## src/rtl/mul_seq_32_if.sv

```systemverilog
// Operand/result bus between the execute-stage operand mux and mul_seq_32.
// master drives the request side, slave (the multiplier) drives the result side.
interface mul_seq_32_if #(
  parameter int WIDTH = 32
);
  logic             start;
  logic [WIDTH-1:0] A;
  logic [WIDTH-1:0] B;
  logic [2:0]       Ctrl;
  logic             busy;
  logic             done;
  logic [WIDTH-1:0] Hi;
  logic [WIDTH-1:0] Lo;
  logic             overflow;

  modport master (output start, A, B, Ctrl, input busy, done, Hi, Lo, overflow);
  modport slave  (input start, A, B, Ctrl, output busy, done, Hi, Lo, overflow);
endinterface

```

## src/rtl/mul_seq_32.sv

```systemverilog
// Sequential signed 32x32 multiplier: radix-2 shift-add on operand magnitudes
// for WIDTH cycles, then one sign-fix cycle producing {Hi,Lo} and overflow.
module mul_seq_32 #(
  parameter int         WIDTH  = 32,
  parameter logic [2:0] MUL_OP = 3'b100
) (
  input  logic         clk,
  input  logic         reset,
  mul_seq_32_if.slave  bus
);

  localparam int            CW         = $clog2(WIDTH);
  localparam logic [CW-1:0] LAST_COUNT = CW'(WIDTH - 1);

  typedef enum logic [1:0] {
    IDLE = 2'd0,
    RUN  = 2'd1,
    SIGN = 2'd2
  } state_t;

  // |0x80000000| wraps back to 0x80000000, which is correct when read unsigned.
  function automatic logic [WIDTH-1:0] magnitude(input logic [WIDTH-1:0] v);
    if (v[WIDTH-1]) begin
      magnitude = ~v + {{(WIDTH-1){1'b0}}, 1'b1};
    end else begin
      magnitude = v;
    end
  endfunction

  state_t             state_r;
  logic [WIDTH-1:0]   mcand_r;
  logic [2*WIDTH-1:0] acc_r;
  logic               neg_r;
  logic [CW-1:0]      count_r;
  logic               busy_r;
  logic               done_r;
  logic [WIDTH-1:0]   hi_r;
  logic [WIDTH-1:0]   lo_r;
  logic               ovf_r;

  logic               start_ok_s;
  logic [WIDTH:0]     sum_s;
  logic [2*WIDTH-1:0] acc_shift_s;
  logic [2*WIDTH-1:0] result_s;
  logic               ovf_s;

  // Next-iteration accumulator, sign-fixed result and its overflow.
  always_comb begin
    start_ok_s = bus.start && (bus.Ctrl == MUL_OP);
    if (acc_r[0]) begin
      sum_s = {1'b0, acc_r[2*WIDTH-1:WIDTH]} + {1'b0, mcand_r};
    end else begin
      sum_s = {1'b0, acc_r[2*WIDTH-1:WIDTH]};
    end
    // The add carry lands in bit 63 as the whole accumulator shifts right.
    acc_shift_s = {sum_s, acc_r[WIDTH-1:1]};
    if (neg_r) begin
      result_s = ~acc_r + {{(2*WIDTH-1){1'b0}}, 1'b1};
    end else begin
      result_s = acc_r;
    end
    ovf_s = (result_s[2*WIDTH-1:WIDTH] != {WIDTH{result_s[WIDTH-1]}});
  end

  // Control FSM with datapath registers and registered outputs.
  always_ff @(posedge clk or posedge reset) begin
    if (reset) begin
      state_r <= IDLE;
      mcand_r <= {WIDTH{1'b0}};
      acc_r   <= {(2*WIDTH){1'b0}};
      neg_r   <= 1'b0;
      count_r <= {CW{1'b0}};
      busy_r  <= 1'b0;
      done_r  <= 1'b0;
      hi_r    <= {WIDTH{1'b0}};
      lo_r    <= {WIDTH{1'b0}};
      ovf_r   <= 1'b0;
    end else begin
      case (state_r)
        IDLE: begin
          done_r <= 1'b0;
          if (start_ok_s) begin
            mcand_r <= magnitude(bus.A);
            acc_r   <= {{WIDTH{1'b0}}, magnitude(bus.B)};
            neg_r   <= bus.A[WIDTH-1] ^ bus.B[WIDTH-1];
            count_r <= {CW{1'b0}};
            busy_r  <= 1'b1;
            state_r <= RUN;
          end
        end
        RUN: begin
          acc_r   <= acc_shift_s;
          count_r <= count_r + {{(CW-1){1'b0}}, 1'b1};
          if (count_r == LAST_COUNT) begin
            state_r <= SIGN;
          end
        end
        SIGN: begin
          hi_r    <= result_s[2*WIDTH-1:WIDTH];
          lo_r    <= result_s[WIDTH-1:0];
          ovf_r   <= ovf_s;
          done_r  <= 1'b1;
          busy_r  <= 1'b0;
          state_r <= IDLE;
        end
        default: begin
          busy_r  <= 1'b0;
          done_r  <= 1'b0;
          state_r <= IDLE;
        end
      endcase
    end
  end

  assign bus.busy     = busy_r;
  assign bus.done     = done_r;
  assign bus.Hi       = hi_r;
  assign bus.Lo       = lo_r;
  assign bus.overflow = ovf_r;

endmodule

```

## src/flat_wrapper.sv

```systemverilog
// flat-port wrapper written by rule: the top's interface ports become plain ports
module mul_seq_32_flat 
#(
  parameter int         WIDTH  = 32,
  parameter logic [2:0] MUL_OP = 3'b100
)
  (clk, reset, bus_start, bus_A, bus_B, bus_Ctrl, bus_busy, bus_done, bus_Hi, bus_Lo, bus_overflow);
  mul_seq_32_if #(.WIDTH(WIDTH)) bus_i ();
  input  logic clk;
  input  logic reset;
  input wire logic [$bits(bus_i.start)-1:0] bus_start;
  input wire logic [$bits(bus_i.A)-1:0] bus_A;
  input wire logic [$bits(bus_i.B)-1:0] bus_B;
  input wire logic [$bits(bus_i.Ctrl)-1:0] bus_Ctrl;
  output wire logic [$bits(bus_i.busy)-1:0] bus_busy;
  output wire logic [$bits(bus_i.done)-1:0] bus_done;
  output wire logic [$bits(bus_i.Hi)-1:0] bus_Hi;
  output wire logic [$bits(bus_i.Lo)-1:0] bus_Lo;
  output wire logic [$bits(bus_i.overflow)-1:0] bus_overflow;
  assign bus_i.start = bus_start;
  assign bus_i.A = bus_A;
  assign bus_i.B = bus_B;
  assign bus_i.Ctrl = bus_Ctrl;
  assign bus_busy = bus_i.busy;
  assign bus_done = bus_i.done;
  assign bus_Hi = bus_i.Hi;
  assign bus_Lo = bus_i.Lo;
  assign bus_overflow = bus_i.overflow;
  mul_seq_32 #(.WIDTH(WIDTH), .MUL_OP(MUL_OP)) u_core (.clk(clk), .reset(reset), .bus(bus_i));
endmodule
```

## config.mk

```make
export PLATFORM = sky130hd
export DESIGN_NAME = mul_seq_32_flat
export DESIGN_NICKNAME = d
export VERILOG_FILES = /design/src/rtl/mul_seq_32_if.sv /design/src/rtl/mul_seq_32.sv /design/src/flat_wrapper.sv
export SDC_FILE = /design/constraint.sdc
export NUM_CORES = 1
export LEC_CHECK = 0
export CAP_MARGIN = 40
export CELL_PAD_IN_SITES_DETAIL_PLACEMENT = 0
export CELL_PAD_IN_SITES_GLOBAL_PLACEMENT = 1
export CORE_ASPECT_RATIO = 1.1
export CORE_MARGIN = 4
export CORE_UTILIZATION = 47
export DETAILED_ROUTE_END_ITERATION = 12
export GPL_TIMING_DRIVEN = 0
export PLACE_DENSITY_LB_ADDON = 0.1
export SYNTH_ARGS = -nofsm -noshare
export SYNTH_HDL_FRONTEND = slang
export SYNTH_SLANG_ARGS = --single-unit
```

## constraint.sdc

```tcl
create_clock -name clk -period 10.8 [get_ports clk]
set_clock_uncertainty 0.1 [all_clocks]
set_input_delay 3.24 -clock clk [delete_from_list [all_inputs] [get_ports clk]]
set_output_delay 3.24 -clock clk [all_outputs]
set_load 0.02 [all_outputs]
```

==> qor.yml <==
hold_class: "reg2reg"
clock.fmax_mhz: 163
cts_sinks: 171
avgRoutedWirePerCell_microns: 18.6
clkSlewWorstSetupHoldPaths_ps: 70
synth-edff-count: 0
via_count: 9804
post-route-min-period_ps: 6150
track_usage: 0.244
hold_viol_final: 0
synth_top_area_cell: "dfrtp_1"
crit_arrival_ps: 6400
synth_top_area_share: 0.388
cts_made_buffers: 17
p_clk_frac: 0.176
finalSetupViolCount: 0
synth_flop_cell: "dfrtp_1"
clk-insertion-delay-late_ps: 430
cts-root-buf: "clkbuf_16"
portBuffers: 136
cts_hold_buffers: 0
tns_ps: 0
cts_resized: 0
wl_met1_microns: 14400
p_int_mw: 1.87
gp_congestion: 0.889
core_sq_mm: 0.0230
overflow: 0
cp-start-kind: "primary input"
initial_core_util: 0.479
cap_violations: 0
ys_seq_area_frac: 0.388
fillCellCount: 2117
status: "complete, no violations"
synth_cell_types: 62
relSlewSlack: 0.371
crit_path_end_kind: "flop"
grt_pass1_vias: 9407
drc: 0
crit_fanout: 4
path_class: "in2reg"
rsz0062_at_grt: "no"
combPwrFrac: 0.509
swShare: 0.461
routed_wl_microns: 31800
die_w_microns: 154
met3WireLength_microns: 1270
dp_hpwl_microns: 25700
required_ps: 11050
grt_max_degree: 97
cts_max_level: 4
ir_drop_uv: 139
power_frac_seq: 0.314
route.met2.wl_microns: 15300
ys_ff_latch: 171
dieHeight_microns: 169
synth.net_count: 1352
postRouteAntennaNets: 0
synth_common_cells: "193 x o21ai_0, 171 x dfrtp_1, 165 x nand2_1"
fin_nets: 1508
p_leak_nw: 5.59
firstDrtPassIters: 7
area.growth.synth_to_final_pct: 21.4
io_pins: 137
synthCells: 1243
worst_pin_slew_ps: 944
synth-async-reset-ratio: 1.00
rows: 58
drive_gt1_frac: 0.0475
period_share: 0.570
syn_avg_cell_area_sq_um: 8.87
dr.first_iter.drc_count: 570
dieArea_sq_mm: 0.0260
viasPerCell: 5.73
drv_slew: 0
cts_setup_buffers: 0
synth.area.top_cells: "dfrtp_1 39%, xor2_1 9.1%, o21ai_0 8.8%"
clk_path_buf_depth: 2
cts_tree: "built"
switchingPower_mw: 1.60
power.density_mw_per_mm2: 259
total_power_mw: 3.47
syn_area_sq_mm: 0.0110
antenna_found_initial: 0
grt_pass1_wl_microns: 51100
top_layer_used: "met4"
synth_most_common_cell: "o21ai_0"
yosysWarnings: 0
antenna_cells: 0
## critical path, cell delays in order
cell             delay [ps]
clkdlybuf4s50_1         450
or3_1                   440
nor4_1                  470
nand4_1                 250
nand2b_1                270
or4_1                   550
nor4_1                  470
a211oi_1                110
a21oi_1                 150
## state kept, by name, indices dropped and copies added (netlist names)
name / count
u_core.bus.overflow: 1
u_core.neg_r: 1
u_core.bus.done: 1
u_core.bus.Lo: 32
u_core.state_r: 2
u_core.count_r: 5
u_core.acc_r: 64
u_core.mcand_r: 32
u_core.bus.Hi: 32
u_core.bus.busy: 1
## through the flow
stage | instance area (sq um) | setup WS (ps) | cells | hold slack, ps | utilization
finish | 13400 | 4650 | 1711 | 376 | 0.582
detailed placement | 12800 | 4270 | 1680 | 369 | 0.556
floorplan | 11000 | 2830 | 1243 | 347 | -
global route | 13400 | 4400 | 1711 | 401 | 0.582
CTS | 13400 | 4710 | 1711 | 385 | 0.582
global placement | 12800 | 673 | 1679 | 362 | 0.555
## cells in the final DEF (no fill, tap or decap), types with 19 or more instances in the layout
cell type and count:
nand3_1 33, inv_1 19, dfrtp_1 171, nor2_1 32, nor3_1 19, xnor2_1 29, o41ai_1 25, ha_1 38
clkbuf_1 62, a22oi_1 30, clkdlybuf4s50_1 136, nor4_1 24, a21o_1 21, a21oi_1 31, xor2_1 115, o21ai_0 193
nand2_1 165, mux2i_1 19, o31ai_1 40, or4_1 20
## per-layer routing
layer | global-route usage | vias to the layer above
met5 | 0 | -
met4 | 0.0787 | 0
met3 | 0.0253 | 41
li1 | - | 4882
met1 | 0.331 | 4633
met2 | 0.412 | 248
## layout make-up
type	instances	area (sq um)	share of cell area
multi-input cells	980	6400	0.478
flip-flops and latches	171	4280	0.320
repair buffers	137	1390	0.104
clock buffers	19	453	0.0338
well taps	300	375	0.0280
plain buffers	72	277	0.0207
clock inverters	12	133	0.00991
inverters	20	82.6	0.00617
## power by group through the flow
stage	Clock, mW	Sequential [mW]	Combinational [mW]
6_report	0.611	1.09	1.77
5_1_grt	0.644	1.12	1.98
4_1_cts	0.620	1.08	1.76
3_5_place_dp	0	1.10	1.75
3_3_place_gp	0	1.09	1.73
2_1_floorplan	0	1.01	1.30
## final timing paths
path | startpoint | endpoint | slack, ps | cells past startpoint
setup reg to reg | u_core.acc_r[0] | u_core.bus.overflow | 5690 | 15
max in group asynchronous | reset | u_core.acc_r[61] | 6590 | 3
hold / removal | u_core.bus.Lo[13] | u_core.bus.Lo[13] | 380 | 2
hold reg to reg | u_core.bus.Lo[13] | u_core.bus.Lo[13] | 380 | 2
setup / recovery | bus_B[7] | u_core.acc_r[31] | 4650 | 9
min in group asynchronous | reset | u_core.bus.Hi[2] | 3160 | 2
## cells by family after synthesis
group	share of synthesized area
muxes	0.0254
DFF	0.388
xor gates and xnor gates	0.114
buffers and inverters	0.0319
adders and majority gates	0.0449
AOI/OAI and AO/OA	0.220
and+or+nand+nor	0.175
Note: power is estimated with default switching activity, not from simulation.
